==> src/rtl/usb_tx_pkg.sv <==
// usb_tx_pkg: shared types and default timing parameters for the USB TX bit timer
package usb_tx_pkg;
    typedef enum logic {TXT_IDLE, TXT_RUN} tx_timer_state_t;
    localparam int TX_BASE_PERIOD_DEF = 8;
    localparam int TX_LONG_EVERY_DEF = 3;
endpackage

==> src/rtl/flex_counter.sv <==
// flex_counter: 0..rollover_val wrapping counter with a registered flag high while count equals rollover_val
module flex_counter #(
    parameter int NUM_CNT_BITS = 4
) (
    input  logic                    clk,
    input  logic                    n_rst,
    input  logic                    clear,
    input  logic                    count_enable,
    input  logic [NUM_CNT_BITS-1:0] rollover_val,
    output logic [NUM_CNT_BITS-1:0] count_out,
    output logic                    rollover_flag
);
    logic [NUM_CNT_BITS-1:0] next_count;

    always_comb
        next_count = clear ? '0 : !count_enable ? count_out :
                     count_out == rollover_val ? '0 : count_out + NUM_CNT_BITS'(1);

    // Flag is looked ahead from next_count so it is a clean flop output
    always_ff @(posedge clk or negedge n_rst) begin
        if (!n_rst) begin
            count_out     <= '0;
            rollover_flag <= 1'b0;
        end else begin
            count_out     <= next_count;
            rollover_flag <= count_enable && !clear && next_count == rollover_val;
        end
    end
endmodule

==> src/rtl/tx_bit_timer.sv <==
// tx_bit_timer: fractional bit-period timer emitting shift, byte and done strobes for a TX frame
module tx_bit_timer
    import usb_tx_pkg::*;
#(
    parameter int BASE_PERIOD = TX_BASE_PERIOD_DEF,
    parameter int LONG_EVERY  = TX_LONG_EVERY_DEF,
    parameter int LEN_W       = 10
) (
    input  logic             clk,
    input  logic             n_rst,
    input  logic             start,
    input  logic             abort,
    input  logic [LEN_W-1:0] num_bits,
    output logic             busy,
    output logic             shift_strobe,
    output logic             byte_done,
    output logic [LEN_W-1:0] bit_count,
    output logic             done
);
    localparam int CW = $clog2(BASE_PERIOD + 2);
    localparam int PW = $clog2(LONG_EVERY > 2 ? LONG_EVERY : 2);
    localparam logic [PW-1:0] PH_LAST = PW'(LONG_EVERY == 0 ? 0 : LONG_EVERY - 1);

    tx_timer_state_t state, state_n;
    logic [CW-1:0]    cnt, roll;
    logic [PW-1:0]    phase, phase_n;
    logic [LEN_W-1:0] len, len_n, bit_count_n;
    logic             run, accept, ending, done_n, byte_done_n;

    assign busy = state == TXT_RUN;

    // ending looks one clock ahead so done/byte_done line up with the registered strobe
    always_comb begin
        run         = busy;
        accept      = start && !abort && (!run || done);
        roll        = (LONG_EVERY != 0 && phase == PH_LAST) ? CW'(BASE_PERIOD) : CW'(BASE_PERIOD - 1);
        ending      = run && !abort && cnt == roll - CW'(1);
        state_n     = abort ? TXT_IDLE : accept ? (num_bits != '0 ? TXT_RUN : TXT_IDLE) :
                      (run && done) ? TXT_IDLE : state;
        len_n       = accept ? num_bits : len;
        phase_n     = (abort || accept) ? '0 : (run && shift_strobe) ?
                      (phase == PH_LAST ? '0 : phase + PW'(1)) : phase;
        bit_count_n = (abort || accept) ? '0 : (run && shift_strobe) ? bit_count + LEN_W'(1) : bit_count;
        done_n      = !abort && (accept ? num_bits == '0 : ending && bit_count == len - LEN_W'(1));
        byte_done_n = ending && bit_count[2:0] == 3'b111;
    end

    flex_counter #(.NUM_CNT_BITS(CW)) u_clk_cnt (
        .clk          (clk),
        .n_rst        (n_rst),
        .clear        (abort || accept),
        .count_enable (run),
        .rollover_val (roll),
        .count_out    (cnt),
        .rollover_flag(shift_strobe)
    );

    always_ff @(posedge clk or negedge n_rst) begin
        if (!n_rst) begin
            state     <= TXT_IDLE;
            phase     <= '0;
            len       <= '0;
            bit_count <= '0;
            done      <= 1'b0;
            byte_done <= 1'b0;
        end else begin
            state     <= state_n;
            phase     <= phase_n;
            len       <= len_n;
            bit_count <= bit_count_n;
            done      <= done_n;
            byte_done <= byte_done_n;
        end
    end
endmodule

==> config.mk <==
export PLATFORM = sky130hd
export DESIGN_NAME = tx_bit_timer
export DESIGN_NICKNAME = d
export VERILOG_FILES = /design/src/rtl/usb_tx_pkg.sv /design/src/rtl/flex_counter.sv /design/src/rtl/tx_bit_timer.sv
export SDC_FILE = /design/constraint.sdc
export NUM_CORES = 1
export LEC_CHECK = 0
export ABC_AREA = 1
export CAP_MARGIN = 20
export CORE_MARGIN = 2
export CORE_UTILIZATION = 40
export CTS_CLUSTER_SIZE = 25
export DETAILED_ROUTE_END_ITERATION = 12
export HOLD_SLACK_MARGIN = 0.05
export PLACE_DENSITY = 0.6
export SLEW_MARGIN = 15
export SYNTH_ARGS = -nofsm -noshare
export SYNTH_HDL_FRONTEND = slang
export SYNTH_HIERARCHICAL = 1
export SYNTH_SLANG_ARGS = --single-unit
==> constraint.sdc <==
create_clock -name clk -period 2.4 [get_ports clk]
set_input_delay 0.72 -clock clk [delete_from_list [all_inputs] [get_ports clk]]
set_output_delay 0.72 -clock clk [all_outputs]
set_load 0.02 [all_outputs]
; ---- After elaboration in Yosys (flattened, before gate mapping)
; Index checks and enable logic that the tools add are counted.
[word_totals]
register_bits = 30
in_bits = 14
output_inout_bits = 14
wordCells = 53
[classes]
add_sub_neg = 5
eq_ne = 6
mux = 14
n_reduce_logical = 20
[ops]
columns = cell, n
row1 = $mux 10, 2
row2 = $mux 4, 4
row3 = $eq 4x4->1, 3
row4 = $logic_and 1x1->1, 11
row5 = $add 10x1->10 const B, 1
row6 = $eq 10x10->1, 1
row7 = $logic_not 10->1, 1
row8 = $reduce_bool 10->1, 1
row9 = $sub 10x1->10 const B, 1
row10 = $mux 2, 3
row11 = $mux 1, 5
row12 = $add 4x1->4 const B, 1
row13 = $sub 4x1->4 const B, 1
row14 = $eq 3x3->1 const B, 1
row15 = $logic_not 1->1, 3
row16 = $reduce_bool 3->1, 1
row17 = $add 2x1->2 const B, 1
row18 = $eq 2x2->1 const B, 1
row19 = $logic_or 1x1->1, 2
row20 = $reduce_bool 2->1, 1

; ---- Logic depth before layout (Yosys ltp)
; Gate-level depths: netlist (run 1).
[depth]
depth_word = 8
ltp_mapped = 14
ltp_nobuf = 14

; ---- Hierarchy
; Netlist (run 1), hierarchy kept.
[modules_own_cells]
columns = mod, n_inst, cells_per_inst, area_per_inst_um2, seq_area_each_um2
row1 = tx_bit_timer, 1, 228, 1610.3, 625.6
row2 = flex_counter, 1, 67, 406.6, 125.1

; ---- Least setup slack after synthesis (run 1)
; No wires, ideal clock.
[synth_path]
path_kind = input to register
start = input start
end = register u_clk_cnt.rollover_flag
setup_ns = 0.115
arrival_time_ns = 1.687
required_time_ns = 2.285
path_slack_ns = 0.598
path_stages = 11
path_buffers = 0
cell_sequence = nand2_2 -> nor2_4 -> nor2_4 -> inv_1 -> inv_1 -> o21ai_0 -> nor2_1 -> nand2_2 -> or2_1 -> nand3_1 -> nor2_1
[synth_via]
elab_chain_len = 6
word_cells_on_any_way = 8
classes_between = 1 x eq/ne / 1 x mux / 6 x reduce/logical
[synth_rtl]
columns = element, line_no
row1 = start: declaration, tx_bit_timer.sv:11  ; input logic start,
row2 = $logic_and 1x1->1 (*) (2 in a row), tx_bit_timer.sv:35  ; accept = start && !abort && (!run || done);
row3 = $logic_or 1x1->1 (*), tx_bit_timer.sv:51  ; .clear (abort || accept),
row4 = $mux 4 or $logic_not 1->1 (tied branches), "flex_counter.sv:16, flex_counter.sv:26"
row5 = $eq 4x4->1 or $logic_and 1x1->1 (tied branches), flex_counter.sv:26  ; rollover_flag <= count_enable && !clear && next_count == rollover_val;
row6 = $logic_and 1x1->1 (*), flex_counter.sv:26
row7 = end signal: assignment, flex_counter.sv:26
row8 = end: declaration, flex_counter.sv:11  ; output logic rollover_flag
; Mark *: on every way between the ends. The rest lies on a longest branch, timed or not.
; A chain may end at the register's enable or synchronous reset.

; ---- Worst setup path in the final report (run 1)
[layout_path]
start = register bit_count[3]
end = output bit_count[3]
[layout_rtl]
columns = element, line_no
row1 = start: declaration, tx_bit_timer.sv:17  ; output logic [LEN_W-1:0] bit_count,
row2 = start signal: assignment, tx_bit_timer.sv:70  ; bit_count <= bit_count_n;
; No word-level cell between the ends.

==> impl_metrics.tcl, run 1 <==
set metrics [dict create \
    insertion_delay_ns 0.28 \
    fin_worst_skew_ns 0.00466 \
    arrival_ns 1.49 \
    coreArea_mm2 0.00479 \
    antenna_found_initial 0 \
    htreeDepth 2 \
    critical_path.max_stage_delay_ns 0.67 \
    post-cts-setup-buffer-count 0 \
    syn_inst 295 \
    yosysTopAreaCell "dfrtp_1" \
    ys_ff_latch 30 \
    cap_viol_max_count 0 \
    critical_path_class "flop to primary output" \
    dp_slack_ns 0.00661 \
    end_kind "primary output" \
    synth.area.top_cells "dfrtp_1 (37%), nand2_1 (18%), inv_1 (7.1%)" \
    cp_max_fo 9 \
    rsz0062_at_grt "false" \
    gp_congestion 0.892 \
    synth_top_area_share_pct 37.2 \
    dr.max_layer_used "met4" \
    drc_errors 0 \
    cts_inserted_buffers 5 \
    path_clk_slew_ns 0.07 \
    met1Wirelength_um 2300 \
    nNetsFinal 348 \
    dieArea_mm2 0.00563 \
    crit_slowest_cell "clkdlybuf4s50_1" \
    multiInputGateArea_mm2 0.00106 \
    grt_pass1_vias 1650 \
    avgSynthCellArea_um2 6.84 \
    critPathLaunchType "flop" \
    ctsHoldBuffers 0 \
    seq_area_um2 751 \
    cts_tree "yes" \
    synth-main-ff-cell "dfrtp_1" \
    clock_sinks 30 \
    setup_ws_ns 0.195 \
    chipWidth_um 75.0 \
    die_y_um 75.0 \
    fin_crit_ns 2.21 \
    vdd_drop_max_mv 0.317 \
    postRouteAntennaNets 0 \
    synthToLayoutAreaGrowth_pct 22.9 \
    slew_headroom_pct 74.2 \
    total_power_mw 1.32 \
    required_ns 1.68 \
    status "finished, final reports clean" \
    cts.path.max_buffers 2 \
    fin_crit_sh_pct 91.9 \
    setup_viol 0 \
    root_buffer "clkbuf_8" \
    drtIter0Drc 84 \
    grt_pass1_wl_um 7550 \
    syn-num-nets 313 \
    async_flop_share_pct 100 \
    fillers 486 \
    vias 1858 \
    worst_pin_slew_ns 0.388 \
    mappedNetlistArea_mm2 0.00202 \
    grt_overflow 0 \
    synth_edf_count 0 \
    port_buffers 27 \
    ctsResizeCount 0 \
    ys_seq_area_share_pct 37.2 \
    yosysUniqueCellTypes 30 \
    grtUsageTotal_pct 18.0 \
    met2_length_um 1850 \
    finalSetupTns_ns 0 \
    crit_family "buffers and inverters" \
    dp_hpwl_um 3470 \
    num_io_pins 28 \
    vias_per_cell 4.67 \
    final_cell_mix "nand2_1 (99), inv_1 (38), dfrtp_1 (30)" \
    wl_per_cell_um 11.1 \
    fmax_mhz 453 \
    drt-total-wl_um 4420 \
    initial_utilization_pct 42.1 \
    powerDensity_mw_per_mm2 531 \
    final_common_cell "nand2_1" \
    layout-drive-gt1-share_pct 10.9 \
    slew_violations 0 \
    worst_hold_path_type "flop to flop" \
    yosys_warnings 6 \
    drt_first_pass_iters 4 \
    num_rows 25 \
    cp_cell_sequence "clkdlybuf4s50_1" \
    num_antenna_cells 0 \
    hold_viol_final 0 \
    utilization_pct 51.8 \
    wl_met3_um 221 \
    worst-path-buf-inv 1 \
    cellLeakagePower_nw 1.27 \
    grt_max_degree 31 \
]
[final timing paths]
check,start,end,slack (ns),depth (start not counted)
max,bit_count[3]$_DFFE_PN0P_,bit_count[3],0.19,1
min,len[9]$_DFFE_PN0P_,len[9]$_DFFE_PN0P_,0.51,2
max reg2reg,busy$_DFFE_PN0P_,u_clk_cnt/rollover_flag$_DFF_PN0_,0.68,12
min reg2reg,len[9]$_DFFE_PN0P_,len[9]$_DFFE_PN0P_,0.51,2
max in group asynchronous,n_rst,u_clk_cnt/rollover_flag$_DFF_PN0_,1.29,2
min in group asynchronous,n_rst,len[4]$_DFFE_PN0P_,0.82,2
[cell families after synthesis]
kind of cell / share of synthesized area (%)
flops: 37.2
xor+xnor: 5.02
fa+ha+maj: 2.48
buf+inv: 9.99
simple gates: 38.6
compound gates: 6.64
[layer usage]
metal  vias up  global-route usage [%]
li1        982                       -
met1       831                    26.9
met2        41                    24.8
met3         4                    4.82
met4         0                    6.55
met5         -                       0
[cell type report]
| cell class | count | share of cell area [%] |
|---|---|---|
| inverter | 48 | 7.27 |
| sequential | 30 | 30.3 |
| timing repair buffer | 32 | 12.4 |
| clock inverter | 1 | 0.202 |
| multi-input combinational | 213 | 43.0 |
| tap | 67 | 3.38 |
| clock buffer | 7 | 3.48 |
[state kept, by name, indices dropped and copies added (netlist names)]
name                     count
len                         10
byte_done                    1
bit_count                   10
u_clk_cnt/rollover_flag      1
busy                         1
phase                        2
u_clk_cnt/count_out          4
done                         1
[stage by stage]
stage,cells,cell area [um^2],hold WS (ns)
global route,398,2480,0.530
finish,398,2480,0.509
CTS,398,2480,0.514
global placement,390,2390,0.474
floorplan,295,2020,0.424
detailed placement,390,2390,0.498
[synthesized netlist by cell type (2+ instances only)]
library cell and count:
xor2_1 7, ha_1 4, nor3_1 4, o21ai_0 17, xnor2_1 2, nor2_2 4
a21oi_1 5, nor4_1 2, nand4_1 5, nand2_2 3, nand2_1 99, nor2_4 2
inv_2 10, nand3_1 21, buf_2 2, dfrtp_1 30, nor2_1 27, nand2_4 2
inv_1 38
[power by group]
group,switching [mW],internal (mW)
combinational,0.185,0.125
clock,0.190,0.231
sequential,0.0386,0.546
total,0.414,0.901
(Power assumes the default switching activity.)
==> inputs of run 2 (changes only) <==
--- a/config.mk
+++ b/config.mk
@@ -5,16 +5,14 @@
 export SDC_FILE = /design/constraint.sdc
 export NUM_CORES = 1
 export LEC_CHECK = 0
-export ABC_AREA = 1
 export CAP_MARGIN = 20
 export CORE_MARGIN = 2
 export CORE_UTILIZATION = 40
 export CTS_CLUSTER_SIZE = 25
 export DETAILED_ROUTE_END_ITERATION = 12
 export HOLD_SLACK_MARGIN = 0.05
-export PLACE_DENSITY = 0.6
+export PLACE_DENSITY = 0.61
 export SLEW_MARGIN = 15
 export SYNTH_ARGS = -nofsm -noshare
 export SYNTH_HDL_FRONTEND = slang
-export SYNTH_HIERARCHICAL = 1
 export SYNTH_SLANG_ARGS = --single-unit
==> run 2 against run 1 <==
Effect of this change:
- wire length is 6.4% lower
- design area is 9.8% lower
- via count shrank 19%
- worst setup slack gained 0.037 ns
==> impl_metrics.tcl, run 2 <==
set metrics [dict create \
    synth.area.top_cells "dfrtp_1 (42%), xnor2_1 (5.9%), mux2_2 (5.1%)" \
    num_rows 24 \
    synth-main-ff-cell "dfrtp_1" \
    synth_top_area_share_pct 42.3 \
    worst_hold_path_type "flop to flop" \
    drt_first_pass_iters 4 \
    cp_max_fo 9 \
    crit_slowest_cell "clkdlybuf4s50_1" \
    async_flop_share_pct 100 \
    postRouteAntennaNets 0 \
    fin_crit_ns 2.17 \
    synth_edf_count 0 \
    port_buffers 27 \
    grt_pass1_vias 1544 \
    wl_met3_um 146 \
    grtUsageTotal_pct 18.1 \
    crit_family "buffers and inverters" \
    gp_congestion 0.829 \
    setup_viol 0 \
    slew_headroom_pct 71.8 \
    cts_tree "yes" \
    critPathLaunchType "flop" \
    status "finished, final reports clean" \
    final_common_cell "dfrtp_1" \
    worst-path-buf-inv 1 \
    layout-drive-gt1-share_pct 13.5 \
    syn_inst 184 \
    insertion_delay_ns 0.28 \
    ys_seq_area_share_pct 42.3 \
    yosysMostFrequentCell "dfrtp_1" \
    critical_path.max_stage_delay_ns 0.67 \
    powerDensity_mw_per_mm2 560 \
    fin_worst_skew_ns 0.00426 \
    required_ns 1.68 \
    initial_utilization_pct 41.1 \
    worst_pin_slew_ns 0.419 \
    chipWidth_um 70.6 \
    ctsResizeCount 0 \
    mappedNetlistArea_mm2 0.00178 \
    ctsHoldBuffers 0 \
    drt-total-wl_um 4140 \
    avgSynthCellArea_um2 9.65 \
    met2_length_um 2100 \
    num_antenna_cells 0 \
    vias 1514 \
    yosysTopAreaCell "dfrtp_1" \
    path_clk_slew_ns 0.06 \
    nNetsFinal 239 \
    yosysUniqueCellTypes 45 \
    drc_errors 0 \
    cellLeakagePower_nw 0.889 \
    cts.path.max_buffers 2 \
    drtIter0Drc 53 \
    critical_path_class "flop to primary output" \
    grt_pass1_wl_um 7180 \
    hold_ws_ns 0.537 \
    root_buffer "clkbuf_8" \
    vias_per_cell 5.53 \
    wl_per_cell_um 15.1 \
    htreeDepth 2 \
    ys_ff_latch 30 \
    hold_viol_final 0 \
    dieArea_mm2 0.00499 \
    cp_cell_sequence "clkdlybuf4s50_1" \
    post-cts-setup-buffer-count 0 \
    cap_viol_max_count 0 \
    reg_top3 "bit_count x10, len x10, u_clk_cnt.count_out x4" \
    place_inst 266 \
    grt_overflow 0 \
    met1Wirelength_um 1810 \
    cts_inserted_buffers 5 \
    arrival_ns 1.45 \
    coreArea_mm2 0.00432 \
    rsz0062_at_grt "false" \
    dp_hpwl_um 3160 \
    stdcell_count 274 \
    yosys_warnings 0 \
    dr.max_layer_used "met4" \
    slew_violations 0 \
    syn-num-nets 202 \
    antenna_found_initial 0 \
    end_kind "primary output" \
    final_cell_mix "dfrtp_1 (30), clkdlybuf4s50_1 (27), nor2_1 (21)" \
    synth_common_cells "dfrtp_1 (30), nor2_1 (21), nand2_1 (20)" \
    vdd_drop_max_mv 0.287 \
    fmax_mhz 461 \
    num_io_pins 28 \
    synthToLayoutAreaGrowth_pct 25.9 \
    die_y_um 70.6 \
    grt_max_degree 31 \
    fin_crit_sh_pct 90.4 \
    clock_sinks 30 \
    finalSetupTns_ns 0 \
]
[run 2: final cells by class]
class                           count  area, um^2
Clock buffer                        7        86.3
Timing Repair Buffer               35         330
Multi-Input combinational cell    145         982
Fill cell                         416        2090
Inverter                            4        15.0
Clock inverter                      1        5.00
Sequential cell                    30         751
Tap cell                           52        65.1
[run 2: logic make-up after synthesis]
group,synth area share [%]
AND/OR/NAND/NOR,28.7
AO/OA/AOI/OAI,7.89
adder cells (fa/ha/maj),2.82
multiplexers,5.07
flip-flops,42.3
XOR/XNOR,10.9
buffers and inverters,2.40
[run 2: layer usage]
metal  vias to the layer above  track usage, %
met2                        24            31.6
li1                        734               -
met5                         -               0
met3                         9            4.99
met4                         0            5.87
met1                       747            21.7
[run 2: stage by stage]
stage	utilization [%]	area (um^2)	total power, mW	setup slack [ns]
final	51.7	2230	1.25	0.231
after CTS	51.7	2230	1.26	0.204
after floorplan	-	1780	0.746	0.560
after global routing	51.7	2230	1.32	0.140
after global placement	49.6	2140	0.833	-0.00108
after detailed placement	49.6	2140	0.841	-0.0436
[run 2: where the power goes]
part	switching [mW]	total (mW)	leakage, nW	internal [mW]
logic	0.116	0.241	0.445	0.126
registers	0.0510	0.592	0.396	0.541
clock network	0.187	0.418	0.0482	0.231
total	0.353	1.25	0.889	0.897
[run 2: final timing paths]
| check | startpoint | end | slack, ns | depth (start not counted) |
|---|---|---|---|---|
| worst max-delay path | bit_count[2]$_DFFE_PN0P_ | bit_count[2] | 0.23 | 1 |
| min in group asynchronous | n_rst | u_clk_cnt.count_out[2]$_DFF_PN0_ | 0.83 | 2 |
| worst max register to register | len[1]$_DFFE_PN0P_ | done$_DFF_PN0_ | 0.44 | 7 |
| worst min register to register | len[9]$_DFFE_PN0P_ | len[9]$_DFFE_PN0P_ | 0.54 | 1 |
| max in group asynchronous | n_rst | len[3]$_DFFE_PN0P_ | 1.28 | 2 |
| worst min-delay path | len[9]$_DFFE_PN0P_ | len[9]$_DFFE_PN0P_ | 0.54 | 1 |
==> inputs of run 3 (changes only) <==
--- a/config.mk
+++ b/config.mk
@@ -8,6 +8,7 @@
 export CAP_MARGIN = 20
 export CORE_MARGIN = 2
 export CORE_UTILIZATION = 40
+export CTS_BUF_LIST = sky130_fd_sc_hd__clkbuf_16
 export CTS_CLUSTER_SIZE = 25
 export DETAILED_ROUTE_END_ITERATION = 12
 export HOLD_SLACK_MARGIN = 0.05
==> run 3 against run 2 <==
Effect of this change:
- power up 13%
- via count increased by 1.5%
- critical endpoint is now u_clk_cnt.rollover_flag$_DFF_PN0_
- non-clock buffer count did not move
- highest routed layer unchanged
- worst hold slack worse by 0.0034 ns
==> impl_metrics.tcl, run 3 (synthesis results as in run 2) <==
set metrics [dict create \
    num_rows 24 \
    arrival_ns 2.37 \
    cts_tree "yes" \
    vias 1536 \
    drtIter0Drc 64 \
    fin_worst_skew_ns 0.00438 \
    dp_slack_ns -0.0436 \
    crit_family "simple AND/OR/NAND/NOR gates" \
    vdd_drop_max_mv 0.371 \
    crit_start "start" \
    wl_per_cell_um 15.2 \
    die_y_um 70.6 \
    insertion_delay_ns 0.27 \
    required_ns 2.60 \
    postRouteAntennaNets 0 \
    fin_crit_ns 2.17 \
    end_kind "flop" \
    drt_first_pass_iters 4 \
    place_inst 266 \
    layout-drive-gt1-share_pct 13.1 \
    worst_hold_path_type "flop to flop" \
    drc_errors 0 \
    cts_inserted_buffers 5 \
    ctsHoldBuffers 0 \
    cap_viol_max_count 0 \
    stdcell_count 274 \
    grt_pass1_vias 1531 \
    hold_viol_final 0 \
    fin_crit_sh_pct 90.3 \
    grt_max_degree 31 \
    crit_slowest_cell "clkdlybuf4s50_1" \
    coreArea_mm2 0.00432 \
    critical_path_class "input pin to flop" \
    antenna_found_initial 0 \
    r2r-start "len[1]$_DFFE_PN0P_" \
    final_common_cell "dfrtp_1" \
    dp_hpwl_um 3160 \
    dieArea_mm2 0.00499 \
    num_antenna_cells 0 \
    final_cell_mix "dfrtp_1 (30), clkdlybuf4s50_1 (27), nor2_1 (21)" \
    grt_overflow 0 \
    post-cts-setup-buffer-count 0 \
    num_io_pins 28 \
    grt_pass1_wl_um 7210 \
    setup_ws_ns 0.233 \
    powerDensity_mw_per_mm2 619 \
    critPathLaunchType "input pin" \
    root_buffer "clkbuf_16" \
    ctsResizeCount 0 \
    nNetsFinal 239 \
    htreeDepth 2 \
    port_buffers 27 \
    chipWidth_um 70.6 \
    worstHoldStart "len[9]$_DFFE_PN0P_" \
    cellLeakagePower_nw 0.913 \
    drt-total-wl_um 4160 \
    path_clk_slew_ns 0.05 \
    grtUsageTotal_pct 18.4 \
    total_power_mw 1.41 \
    utilization_pct 52.7 \
    cp_cell_sequence "clkdlybuf4s50_1, nand2_1, a32oi_1, nor2_1, or4_1, a21oi_1" \
    initial_utilization_pct 41.1 \
    cts.path.max_buffers 2 \
    clock_sinks 30 \
    status "finished, final reports clean" \
    slew_headroom_pct 71.6 \
    fmax_mhz 462 \
    setup_viol 0 \
    gp_congestion 0.829 \
    vias_per_cell 5.61 \
    cp_max_fo 7 \
    reg_top3 "bit_count x10, len x10, u_clk_cnt.count_out x4" \
    worst_pin_slew_ns 0.423 \
    fillers 408 \
    worst-path-buf-inv 1 \
    rsz0062_at_grt "false" \
    synthToLayoutAreaGrowth_pct 28.5 \
    slew_violations 0 \
    critical_path.max_stage_delay_ns 0.60 \
]
run 3: where the power goes:
part / total, mW / internal, mW / switching [mW]
Clock: 0.581 / 0.373 / 0.207
Combinational: 0.240 / 0.126 / 0.115
Sequential: 0.592 / 0.542 / 0.0505
run 3: path summary, 6_finish.rpt:
check,endpoint,slack [ns],cells after the start
max reg2reg,done$_DFF_PN0_,0.41,7
max,u_clk_cnt.rollover_flag$_DFF_PN0_,0.23,6
max in group asynchronous,len[3]$_DFFE_PN0P_,1.27,2
min reg2reg,len[9]$_DFFE_PN0P_,0.53,1
min in group asynchronous,u_clk_cnt.count_out[2]$_DFF_PN0_,0.84,2
min,len[9]$_DFFE_PN0P_,0.53,1
run 3: layer usage:
layer	global-route usage, %	vias up	share of wire [%]
met2	31.2	35	51
met5	0	-	0
met4	7.13	0	1.9
met3	4.99	7	4.6
li1	-	733	-
met1	22.2	761	42
run 3: layout make-up:
| class | count | area [um^2] | area share (%) |
|---|---|---|---|
| Timing Repair Buffer | 35 | 330 | 14.5 |
| Clock buffer | 5 | 125 | 5.49 |
| Inverter | 4 | 15.0 | 0.658 |
| Sequential cell | 30 | 751 | 32.9 |
| Clock inverter | 3 | 12.5 | 0.549 |
| Tap cell | 52 | 65.1 | 2.85 |
| Multi-Input combinational cell | 145 | 982 | 43.1 |
run 3: worst reg2reg max path: cells and delay by family, from the launching register on:
kind,cells,cell delay [ns]
compound gates,3,0.81
flops,1,0.41
fa+ha+maj,1,0.29
simple gates,1,0.16
xor+xnor,1,0.13
buf+inv,1,0.08
run 3: per-stage QoR:
step	hold slack [ns]	cell area (um^2)	setup TNS, ns
after global placement	0.517	2140	-0.00108
after CTS	0.539	2280	0
after detailed placement	0.528	2140	-0.0670
final	0.533	2280	0
after floorplan	0.424	1780	0
after global routing	0.568	2280	0
